--- src/rtl/fg_pkg.sv ---
// Shared types and defaults for the function-generator parameter controller.
// Holds the FSM encoding, step table and tuning-word constants.
package fg_pkg;
    typedef enum logic [1:0] {IDLE = 2'd0, CALC = 2'd1, LOAD = 2'd2} fgState_t;

    localparam int FREQ_W = 20;
    localparam int TW_W   = 32;
    localparam int PROD_W = 52;

    localparam logic [FREQ_W-1:0] FREQ_MIN_D = 20'd1;
    localparam logic [FREQ_W-1:0] FREQ_MAX_D = 20'd1_000_000;
    localparam logic [FREQ_W-1:0] FREQ_RST_D = 20'd1000;
    localparam logic [TW_W-1:0]   TW_MULT_D  = 32'd87961;
    localparam int                TW_SHIFT_D = 10;

    localparam logic [2:0] STEP_LAST = 3'd5;

    function automatic logic [FREQ_W-1:0] stepHz(input logic [2:0] idx);
        case (idx)
            3'd0:    stepHz = 20'd1;
            3'd1:    stepHz = 20'd10;
            3'd2:    stepHz = 20'd100;
            3'd3:    stepHz = 20'd1000;
            3'd4:    stepHz = 20'd10000;
            3'd5:    stepHz = 20'd100000;
            default: stepHz = 20'd1;
        endcase
    endfunction
endpackage

--- src/rtl/fg_param_ctrl_if.sv ---
// Button pulses in, frequency/waveform/tuning-word state out.
interface fg_param_ctrl_if;
    import fg_pkg::*;

    logic              iBtnWave;
    logic              iBtnStep;
    logic              iBtnUp;
    logic              iBtnDown;
    logic [1:0]        oWaveSel;
    logic [2:0]        oStepSel;
    logic [FREQ_W-1:0] oFreqHz;
    logic [TW_W-1:0]   oTuneWord;
    logic              oUpdate;
    logic              oBusy;

    modport master (output iBtnWave, iBtnStep, iBtnUp, iBtnDown,
                    input  oWaveSel, oStepSel, oFreqHz, oTuneWord, oUpdate, oBusy);
    modport slave  (input  iBtnWave, iBtnStep, iBtnUp, iBtnDown,
                    output oWaveSel, oStepSel, oFreqHz, oTuneWord, oUpdate, oBusy);
endinterface

--- src/rtl/fg_seq_mult.sv ---
// Sequential shift-add multiplier, one bit of 'a' per cycle.
// Comes out of reset already running on the reset operands.
module fg_seq_mult
    import fg_pkg::*;
#(
    parameter int             A_W   = FREQ_W,
    parameter int             B_W   = TW_W,
    parameter int             P_W   = PROD_W,
    parameter logic [A_W-1:0] A_RST = '0,
    parameter logic [B_W-1:0] B_RST = '0
) (
    input  logic           Fg_CLK,
    input  logic           Ext_RESETn,
    input  logic           start,
    input  logic [A_W-1:0] a,
    input  logic [B_W-1:0] b,
    output logic           done,
    output logic [P_W-1:0] product
);
    localparam int             CNT_W = $clog2(A_W);
    localparam logic [CNT_W-1:0] LAST = CNT_W'(A_W - 1);

    logic [A_W-1:0]   aSh;
    logic [P_W-1:0]   bSh;
    logic [P_W-1:0]   acc;
    logic [CNT_W-1:0] cnt;
    logic             run;

    always_ff @(posedge Fg_CLK or negedge Ext_RESETn) begin
        if (!Ext_RESETn) begin
            aSh <= A_RST;
            bSh <= {{(P_W-B_W){1'b0}}, B_RST};
            acc <= '0;
            cnt <= '0;
            run <= 1'b1;
        end else if (start) begin
            aSh <= a;
            bSh <= {{(P_W-B_W){1'b0}}, b};
            acc <= '0;
            cnt <= '0;
            run <= 1'b1;
        end else if (run) begin
            acc <= acc + (aSh[0] ? bSh : '0);
            aSh <= aSh >> 1;
            bSh <= bSh << 1;
            cnt <= cnt + 1'b1;
            if (cnt == LAST) run <= 1'b0;
        end
    end

    // done marks the cycle whose edge adds the final partial product
    assign done    = run && (cnt == LAST);
    assign product = acc;
endmodule

--- src/rtl/fg_param_ctrl.sv ---
// Front-panel parameter controller: buttons adjust waveform, step and
// frequency; each frequency change recomputes the DDS tuning word.
module fg_param_ctrl
    import fg_pkg::*;
#(
    parameter logic [FREQ_W-1:0] FREQ_MIN = FREQ_MIN_D,
    parameter logic [FREQ_W-1:0] FREQ_MAX = FREQ_MAX_D,
    parameter logic [FREQ_W-1:0] FREQ_RST = FREQ_RST_D,
    parameter logic [TW_W-1:0]   TW_MULT  = TW_MULT_D,
    parameter int                TW_SHIFT = TW_SHIFT_D
) (
    input  logic            Fg_CLK,
    input  logic            Ext_RESETn,
    fg_param_ctrl_if.slave  bus
);
    fgState_t          state, stateNxt;
    logic [1:0]        waveSel;
    logic [2:0]        stepSel;
    logic [FREQ_W-1:0] freqHz, freqNxt, stepVal;
    logic [TW_W-1:0]   tuneWord;
    logic              update, busy;
    logic              doWave, doStep, doUp, doDown, calcReq;
    logic              multStart, multDone, loadTw;
    logic [FREQ_W:0]   sumUp, floorDn;
    logic [PROD_W-1:0] product;

    // Button priority and saturating frequency arithmetic
    always_comb begin
        doWave  = (state == IDLE) & bus.iBtnWave;
        doStep  = (state == IDLE) & ~bus.iBtnWave & bus.iBtnStep;
        doUp    = (state == IDLE) & ~bus.iBtnWave & ~bus.iBtnStep & bus.iBtnUp;
        doDown  = (state == IDLE) & ~bus.iBtnWave & ~bus.iBtnStep & ~bus.iBtnUp & bus.iBtnDown;
        calcReq = doUp | doDown;
        stepVal = stepHz(stepSel);
        sumUp   = {1'b0, freqHz} + {1'b0, stepVal};
        floorDn = {1'b0, stepVal} + {1'b0, FREQ_MIN};
        freqNxt = freqHz;
        if (doUp)
            freqNxt = (sumUp > {1'b0, FREQ_MAX}) ? FREQ_MAX : sumUp[FREQ_W-1:0];
        else if (doDown)
            freqNxt = ({1'b0, freqHz} < floorDn) ? FREQ_MIN : freqHz - stepVal;
    end

    always_ff @(posedge Fg_CLK or negedge Ext_RESETn) begin
        if (!Ext_RESETn) state <= CALC;
        else             state <= stateNxt;
    end

    always_comb begin
        stateNxt = state;
        case (state)
            IDLE:    if (calcReq)  stateNxt = CALC;
            CALC:    if (multDone) stateNxt = LOAD;
            LOAD:    stateNxt = IDLE;
            default: stateNxt = IDLE;
        endcase
    end

    always_comb begin
        multStart = (state == IDLE) & calcReq;
        loadTw    = (state == LOAD);
    end

    // Multiplier latches the new frequency at start, so freqHz is free to hold
    fg_seq_mult #(
        .A_W(FREQ_W), .B_W(TW_W), .P_W(PROD_W),
        .A_RST(FREQ_RST), .B_RST(TW_MULT)
    ) uMult (
        .Fg_CLK    (Fg_CLK),
        .Ext_RESETn(Ext_RESETn),
        .start     (multStart),
        .a         (freqNxt),
        .b         (TW_MULT),
        .done      (multDone),
        .product   (product)
    );

    always_ff @(posedge Fg_CLK or negedge Ext_RESETn) begin
        if (!Ext_RESETn) begin
            waveSel  <= '0;
            stepSel  <= '0;
            freqHz   <= FREQ_RST;
            tuneWord <= '0;
            update   <= 1'b0;
            busy     <= 1'b1;
        end else begin
            update <= loadTw;
            if (loadTw)  tuneWord <= TW_W'(product >> TW_SHIFT);
            if (doWave)  waveSel  <= waveSel + 1'b1;
            if (doStep)  stepSel  <= (stepSel == STEP_LAST) ? 3'd0 : stepSel + 1'b1;
            if (calcReq) freqHz   <= freqNxt;
            // busy covers the strobe cycle itself, then drops
            if (multStart)   busy <= 1'b1;
            else if (update) busy <= 1'b0;
        end
    end

    assign bus.oWaveSel  = waveSel;
    assign bus.oStepSel  = stepSel;
    assign bus.oFreqHz   = freqHz;
    assign bus.oTuneWord = tuneWord;
    assign bus.oUpdate   = update;
    assign bus.oBusy     = busy;
endmodule

--- src/flat_wrapper.sv ---
// flat-port wrapper written by rule: the top's interface ports become plain ports
module fg_param_ctrl_flat import fg_pkg::*;
#(
    parameter logic [FREQ_W-1:0] FREQ_MIN = FREQ_MIN_D,
    parameter logic [FREQ_W-1:0] FREQ_MAX = FREQ_MAX_D,
    parameter logic [FREQ_W-1:0] FREQ_RST = FREQ_RST_D,
    parameter logic [TW_W-1:0]   TW_MULT  = TW_MULT_D,
    parameter int                TW_SHIFT = TW_SHIFT_D
)
  (Fg_CLK, Ext_RESETn, bus_iBtnWave, bus_iBtnStep, bus_iBtnUp, bus_iBtnDown, bus_oWaveSel, bus_oStepSel, bus_oFreqHz, bus_oTuneWord, bus_oUpdate, bus_oBusy);
  fg_param_ctrl_if bus_i ();
  input  logic Fg_CLK;
  input  logic Ext_RESETn;
  input wire logic [$bits(bus_i.iBtnWave)-1:0] bus_iBtnWave;
  input wire logic [$bits(bus_i.iBtnStep)-1:0] bus_iBtnStep;
  input wire logic [$bits(bus_i.iBtnUp)-1:0] bus_iBtnUp;
  input wire logic [$bits(bus_i.iBtnDown)-1:0] bus_iBtnDown;
  output wire logic [$bits(bus_i.oWaveSel)-1:0] bus_oWaveSel;
  output wire logic [$bits(bus_i.oStepSel)-1:0] bus_oStepSel;
  output wire logic [$bits(bus_i.oFreqHz)-1:0] bus_oFreqHz;
  output wire logic [$bits(bus_i.oTuneWord)-1:0] bus_oTuneWord;
  output wire logic [$bits(bus_i.oUpdate)-1:0] bus_oUpdate;
  output wire logic [$bits(bus_i.oBusy)-1:0] bus_oBusy;
  assign bus_i.iBtnWave = bus_iBtnWave;
  assign bus_i.iBtnStep = bus_iBtnStep;
  assign bus_i.iBtnUp = bus_iBtnUp;
  assign bus_i.iBtnDown = bus_iBtnDown;
  assign bus_oWaveSel = bus_i.oWaveSel;
  assign bus_oStepSel = bus_i.oStepSel;
  assign bus_oFreqHz = bus_i.oFreqHz;
  assign bus_oTuneWord = bus_i.oTuneWord;
  assign bus_oUpdate = bus_i.oUpdate;
  assign bus_oBusy = bus_i.oBusy;
  fg_param_ctrl #(.FREQ_MIN(FREQ_MIN), .FREQ_MAX(FREQ_MAX), .FREQ_RST(FREQ_RST), .TW_MULT(TW_MULT), .TW_SHIFT(TW_SHIFT)) u_core (.Fg_CLK(Fg_CLK), .Ext_RESETn(Ext_RESETn), .bus(bus_i));
endmodule
--- config.mk ---
export PLATFORM = sky130hd
export DESIGN_NAME = fg_param_ctrl_flat
export DESIGN_NICKNAME = d
export VERILOG_FILES = /design/src/rtl/fg_pkg.sv /design/src/rtl/fg_param_ctrl_if.sv /design/src/rtl/fg_seq_mult.sv /design/src/rtl/fg_param_ctrl.sv /design/src/flat_wrapper.sv
export SDC_FILE = /design/constraint.sdc
export NUM_CORES = 1
export LEC_CHECK = 0
export ABC_AREA = 1
export CORE_MARGIN = 4
export CORE_UTILIZATION = 56
export DETAILED_ROUTE_END_ITERATION = 7
export GPL_TIMING_DRIVEN = 0
export PLACE_DENSITY_LB_ADDON = 0.2
export SETUP_SLACK_MARGIN = 0.15
export SLEW_MARGIN = 20
export SYNTH_ARGS = -nofsm -noshare
export SYNTH_HDL_FRONTEND = slang
export SYNTH_SLANG_ARGS = --single-unit
--- constraint.sdc ---
create_clock -name Fg_CLK -period 5.62 [get_ports Fg_CLK]
set_input_delay 1.405 -clock Fg_CLK [delete_from_list [all_inputs] [get_ports Fg_CLK]]
set_output_delay 1.405 -clock Fg_CLK [all_outputs]
set_load 0.005 [all_outputs]
==> impl_metrics.toml, run 1 <==
[route]
vias = 11881
drc_errors = 0
drtIter0Drc = 1027
wirelength_um = 36400
viasPerCell = 5.65
avgRoutedWirePerCell_um = 17.3
ant_nets = 0
drt_first_pass_iters = 5

[critical_path]
max_stage_delay_ns = 0.42
crit_top_cell = "nand2_1"
end_kind = "register"
worstSetupPathType = "reg -> reg"
cp_slowest_cell = "dfrtp_1"
reg2reg_setup_slack_ns = 0.47
rr_endpoint = "u_core.uMult.aSh[0]$_DFFE_PN0P_"
r2r_start = "u_core.bus.oStepSel[1]$_DFFE_PN0P_"
cp_max_fo = 10
rr_worst_depth = 29
worst-endpoint-required_ns = 5.99
crit_path_start_kind = "register"
arrival_ns = 5.52

[clock_network]
insertion_delay_ns = 0.43
cts_root_buf = "clkbuf_16"
path_clk_slew_ns = 0.07
clock_path_buffers = 2
cts_tree = "done"
clock_sinks = 171
cts_htree_levels = 4
cts_buffers = 17

[place]
post-place-cells = 2069
dpl.hpwl_um = 28600
dp_slack_ns = 0.515
gp_congestion = 0.996
io_buffer_count = 64

[timing]
clock_skew_ns = 0.00984
fmax_ghz = 0.194
drv_slew = 0
max_slew_margin = 0.484
rsz0062_at_grt = "false"
worstMarginPinSlew_ns = 0.773
finalWorstSetupSlack_ns = 0.467
period_share = 0.917
finalCriticalPeriod_ns = 5.15
setup_viol = 0
hold_viol = 0

[logic_synthesis]
syn_area_um2 = 12200
postSynthCellCount = 1729
ys_seq_elements = 171
ys_types = 52
synth-seq-area-share = 0.355
synth_warnings = 0
postSynthAreaPerCell_um2 = 7.03
syn_nets = 1820

[run]
maxCapViolCount = 0

[worst_hold_path]
hold_path.class = "reg -> reg"
min_from = "u_core.bus.oUpdate$_DFF_PN0_"
min_to = "u_core.bus.oBusy$_DFFE_PN1P_"
hold_path_depth = 1

[cells_and_area]
instances_no_fill = 2101
area.growth.synth_to_final_pct = 13.5
final_layout_size_suffix_gt1_frac = 0.0712
final_common_cell = "nand2_1"
fillers = 1960
num_antenna_cells = 0
final_cell_mix = "434 x nand2_1, 295 x inv_1, 146 x dfrtp_1, 136 x o21ai_0, 123 x nor2_1"
nets = 1904

[power]
seqPwrFrac = 0.271
clock_power_share = 0.164
switching_share = 0.481
internal-power_mw = 3.97
peakVddDrop_v = 0.000285
netSwitchingPower_mw = 3.68
power_leakage_nw = 7.00
pwr-share-comb = 0.566
power_density_nw_per_um2 = 555

[floorplanning]
fp-row-count = 53
die_x_um = 155
core_region_area_um2 = 21200
start_util = 0.574
io_pins = 65
die_area_um2 = 24100
die_y_um = 155

[global_routing]
grt_pass1_wl_um = 58900
track_usage = 0.307
grt_pass1_vias = 11193
antenna_found_initial = 0
gr-total-overflow = 0
grt_max_degree = 88

[run_status]
status = "complete, no violations"
-- what timing repair did --
item                                    in CTS  in global routing
hold endpoints to repair                     0                  0
endpoints found under the setup margin       0                 15
gates resized for setup                      0                  2
hold buffers                                 0                  0
buffers inserted                             0                  0
-- metal layers --
layer	part of all wire	up-vias	global-route usage
met5	0	-	0
met4	0.012	0	0.0609
met3	0.080	38	0.0562
met2	0.41	425	0.440
met1	0.49	5658	0.485
li1	-	5760	-
-- cells by family (layout without fill, tap and decap cells) --
kind of cell               count (synthesis)  count (layout)  synth area share
and+or+nand+nor                          707             707             0.244
buffers and inverters                    364             461             0.117
other                                      1               1          0.000309
AOI/OAI and AO/OA                        371             371             0.173
xor gates and xnor gates                  30              30            0.0216
adders and majority gates                 85              85            0.0894
DFF                                      171             171             0.355
-- sequential cells by signal, indices dropped and copies added, names as in the netlist --
| name | cells |
|---|---|
| u_core.uMult.bSh | 42 |
| u_core.uMult.product | 42 |
| u_core.bus.oTuneWord | 32 |
| u_core.bus.oFreqHz | 20 |
| u_core.uMult.aSh | 20 |
| u_core.uMult.cnt | 5 |
| u_core.bus.oStepSel | 3 |
| u_core.bus.oWaveSel | 2 |
| u_core.state | 2 |
| u_core.bus.oBusy | 1 |
| u_core.bus.oUpdate | 1 |
| u_core.uMult.run | 1 |
-- worst max-delay path: cells and delay by family, from the launching register on --
family / cells / cell delay, ns
AO/OA/AOI/OAI: 1 / 0.33
adder cells (fa/ha/maj): 1 / 0.42
buffers and inverters: 6 / 0.76
flip-flops: 1 / 0.42
AND/OR/NAND/NOR: 21 / 3.13
-- per-stage QoR --
| step | hold slack (ns) | power (mW) | area (µm²) | setup TNS, ns | utilization |
|---|---|---|---|---|---|
| after global placement | 0.411 | 6.21 | 13100 | -586.35 | 0.621 |
| after detailed placement | 0.449 | 6.30 | 13200 | 0 | 0.622 |
| after CTS | 0.452 | 7.59 | 13800 | 0 | 0.652 |
| after global routing | 0.471 | 8.28 | 13800 | 0 | 0.652 |
| final | 0.453 | 7.65 | 13800 | 0 | 0.652 |
| after floorplan | 0.426 | 4.89 | 12200 | 0 | - |
-- final cells by class --
type	instances	area [µm²]	share of cell area
sequential	171	4310	0.313
inverter	318	1200	0.0867
buffer	46	225	0.0163
clock buffer	18	439	0.0318
clock inverter	14	183	0.0132
multi-input combinational	1194	6420	0.466
timing repair buffer	65	673	0.0488
tap	275	344	0.0249
-- power groups by stage --
stage | registers [mW] | logic (mW) | clock network (mW)
2_1_floorplan | 2.00 | 2.89 | 0
3_3_place_gp | 2.07 | 4.14 | 0
3_5_place_dp | 2.09 | 4.21 | 0
4_1_cts | 2.07 | 4.26 | 1.26
5_1_grt | 2.13 | 4.83 | 1.32
6_report | 2.07 | 4.33 | 1.25
-- worst max-delay path by stage --
stage,startpoint,endpoint,slack [ns],cells past startpoint
floorplan,u_core.bus.oStepSel[1]$_DFFE_PN0P_,u_core.uMult.aSh[10]$_DFFE_PN0P_,2.12,29
global placement,Ext_RESETn,u_core.uMult.bSh[13]$_DFFE_PN0P_,-3.76,1
finish,u_core.bus.oStepSel[1]$_DFFE_PN0P_,u_core.uMult.aSh[0]$_DFFE_PN0P_,0.47,29
detailed placement,u_core.bus.oStepSel[1]$_DFFE_PN0P_,u_core.uMult.aSh[0]$_DFFE_PN0P_,0.51,27
global route,u_core.bus.oStepSel[0]$_DFFE_PN0P_,u_core.uMult.aSh[1]$_DFFE_PN0P_,0.18,29
CTS,u_core.bus.oStepSel[2]$_DFFE_PN0P_,u_core.uMult.aSh[0]$_DFFE_PN0P_,0.47,26
-- synth_stat cells (all sizes together) --
cell type,n,area share
o21bai,3,0.0019
nor3b,2,0.0012
a22oi,10,0.0062
a21oi,111,0.047
nand3b,2,0.0012
clkinv,3,0.00093
nor3,21,0.0095
a21o,8,0.0049
nor2,135,0.045
nor4,5,0.0026
a31oi,9,0.0046
clkbuf,25,0.0077
nand2,442,0.14
o21a,6,0.0037
o22ai,57,0.029
o21ai,141,0.058
buf,21,0.011
o211ai,3,0.0019
and2,3,0.0015
a311oi,1,0.00072
a22o,3,0.0022
or2,2,0.0010
a21boi,3,0.0019
nand3,72,0.031
nand4,22,0.011
ha,82,0.084
and3,1,0.00052
a221oi,1,0.00072
xnor2,7,0.0050
inv,315,0.098
conb,1,0.00031
o2111ai,2,0.0014
dfstp,25,0.054
dfrtp,146,0.30
xor2,23,0.017
o221ai,7,0.0050
fa,3,0.0049
o31ai,6,0.0037
Power figures use the tool's default switching activity.
==> inputs of run 2 (changes only) <==
- ABC_AREA: 1 -> not set
- CORE_MARGIN: 4 -> not set
==> impl_metrics.toml, run 2 <==
[logic_synthesis]
synthTopCellsByArea = "dfrtp_1 31%, ha_1 8.7%, mux2i_1 7.2%, dfstp_2 5.6%, nor2_1 4.8%"
muxShareOfSynthArea = 0.106
syn_area_um2 = 11800
synth-simple-area-share = 0.182
ys_seq_elements = 171
synth_fa_ha_area_frac = 0.0922
ys_types = 80
synth_warnings = 0
synth-xor-area-share = 0.0320
synth-compound-area-share = 0.184
yosysMostFrequentCell = "nor2_1"
postSynthCellCount = 1276
synthFlopType = "dfrtp_1"
synth_top_family_by_area = "compound AO/OA/AOI/OAI gates"
synth_edf_count = 0
syn_nets = 1367
synth_common_cells = "152 x nor2_1, 146 x dfrtp_1, 85 x mux2i_1, 82 x ha_1, 81 x nand2_1"
synth_top_area_frac = 0.310
synth_top_area_cell = "dfrtp_1"
postSynthAreaPerCell_um2 = 9.23
ys_async_sr_fraction = 1.00
synth-seq-area-share = 0.366

[global_routing]
gr-total-overflow = 0
use_met3 = 0.0379
busiest_layer = "met2"
grt_max_degree = 104
antenna_found_initial = 0
track_usage = 0.291
met2_usage = 0.502
grt_pass1_wl_um = 49200
grt_pass1_vias = 9669
grt_util_met1 = 0.355

[timing]
fmax_ghz = 0.193
period_share = 0.920
max_slew_margin = 0.396
worstMarginPinSlew_ns = 0.905
clock_skew_ns = 0.00827
setup_tns_ns = 0
setup_viol = 0
whs_ns = 0.454
rsz0062_at_grt = "false"
hold_viol = 0
drv_slew = 0
finalCriticalPeriod_ns = 5.17

[critical_path]
crit_path_start_kind = "register"
end_kind = "register"
worstSetupPathType = "reg -> reg"
max_stage_delay_ns = 0.43
worst-endpoint-required_ns = 5.98
cp_slowest_cell = "a211oi_1"
arrival_ns = 5.52
cp_max_fo = 8
crit_chain = "clkbuf_1 -> nand2_1 -> inv_1 -> ha_1 -> nor2_1 -> inv_1 -> nor3_2 -> ha_1 -> fa_1 -> nand2b_1 -> a211o_1 -> a211oi_1 -> o211ai_1 -> a211oi_2 -> nand4b_1 -> o31a_1 -> o21ai_2 -> nor2_1 -> or3_1"

[clock_network]
cts_htree_levels = 4
insertion_delay_ns = 0.44
cts_buffers = 17
clock_path_buffers = 2
cts_tree = "done"
ctsHoldBuffers = 0
cts_root_buf = "clkbuf_16"
clock_sinks = 171
path_clk_slew_ns = 0.07

[power]
peakVddDrop_v = 0.000414
power_leakage_nw = 6.50
clock_power_share = 0.128
pwr-share-comb = 0.626
seqPwrFrac = 0.246
netSwitchingPower_mw = 4.22
total_power_mw = 9.19
internal-power_mw = 4.97
power_density_nw_per_um2 = 685
switching_share = 0.459

[floorplanning]
core_region_area_um2 = 20400
io_pins = 65
die_y_um = 147
die_x_um = 147
fp-row-count = 52
start_util = 0.576
die_area_um2 = 21600

[route]
ant_nets = 0
vias = 9823
viasPerCell = 5.98
drt_first_pass_iters = 5
avgRoutedWirePerCell_um = 18.5
drc_errors = 0
wirelength_um = 30400
drtIter0Drc = 422

[cells_and_area]
final_cell_mix = "151 x nor2_1, 146 x dfrtp_1, 85 x mux2i_1, 82 x ha_1, 81 x nand2_1"
final_layout_size_suffix_gt1_frac = 0.103
final_common_cell = "nor2_1"
finish.utilization = 0.657
num_antenna_cells = 0
area.growth.synth_to_final_pct = 14.0
nets = 1452
final_area_um2 = 13400

[run]
maxCapViolCount = 0

[place]
gp_congestion = 0.905
io_buffer_count = 64
dpl_cell_area_um2 = 12800
dpl.hpwl_um = 23200

[worst_hold_path]
hold_path.class = "reg -> reg"

[run_status]
status = "complete, no violations"
[run 2: changes by cell type after synthesis, moves of 35 or more]
cell and delta:
o22ai_1 -46, and2_1 +47, mux2i_1 +85, inv_1 -242
nand2_1 -353, o21ai_0 -87, a21oi_1 -43, nand3_1 -41
mux2_2 +35
[run 2: through the flow]
step,instances,setup WS (ns)
after floorplan,1276,1.25
after global placement,1610,-3.72
after detailed placement,1611,0.223
after CTS,1643,0.182
after global routing,1644,0.169
final,1644,0.452
[run 2: logic make-up after synthesis]
kind of cell / after synthesis
AOI/OAI and AO/OA: 310
adders and majority gates: 85
buffers and inverters: 109
DFF: 171
other: 1
and+or+nand+nor: 437
muxes: 120
xor gates and xnor gates: 43
[run 2: path summary, 6_finish.rpt]
kind	startpoint	endpoint	slack, ns	depth (start not counted)
min reg2reg	u_core.bus.oUpdate$_DFF_PN0_	u_core.bus.oBusy$_DFFE_PN1P_	0.45	1
max reg2reg	u_core.bus.oStepSel[0]$_DFFE_PN0P_	u_core.uMult.aSh[6]$_DFFE_PN1P_	0.45	19
min	u_core.bus.oUpdate$_DFF_PN0_	u_core.bus.oBusy$_DFFE_PN1P_	0.45	1
max in group asynchronous	Ext_RESETn	u_core.uMult.product[26]$_DFFE_PN0P_	3.82	2
min in group asynchronous	Ext_RESETn	u_core.uMult.product[1]$_DFFE_PN0P_	0.91	1
max	u_core.bus.oStepSel[0]$_DFFE_PN0P_	u_core.uMult.aSh[6]$_DFFE_PN1P_	0.45	19
[run 2: metal layers]
layer  wire [µm]  part of all wire
met5           0                 0
met4        1370             0.045
met3         971             0.032
met2       14900              0.49
met1       13200              0.43
[run 2: cell type report]
class / instances / area, µm²
buffer: 56 / 239
clock buffer: 18 / 439
clock inverter: 14 / 145
fill: 1704 / 7010
inverter: 53 / 199
multi-input combinational: 996 / 7060
sequential: 171 / 4310
tap: 270 / 338
timing repair buffer: 66 / 693
[run 2: repair_timing]
item                                    CTS  global route
endpoints found under the setup margin    0            32
resized for setup                         0             6
setup buffers                             0             1
[run 2: worst max-delay path: cells and delay by family, from the launching register on]
kind            cells  cell delay, ns
flops               1            0.37
buf+inv             3            0.42
fa+ha+maj           3            0.84
simple gates        7            1.47
compound gates      6            1.97
[run 2: power groups by stage]
stage	Clock [mW]	Sequential (mW)	Combinational, mW
after floorplan	0	2.13	4.26
after global placement	0	2.26	5.50
after detailed placement	0	2.27	5.63
after CTS	1.19	2.26	5.67
after global routing	1.24	2.33	6.40
final	1.17	2.27	5.76
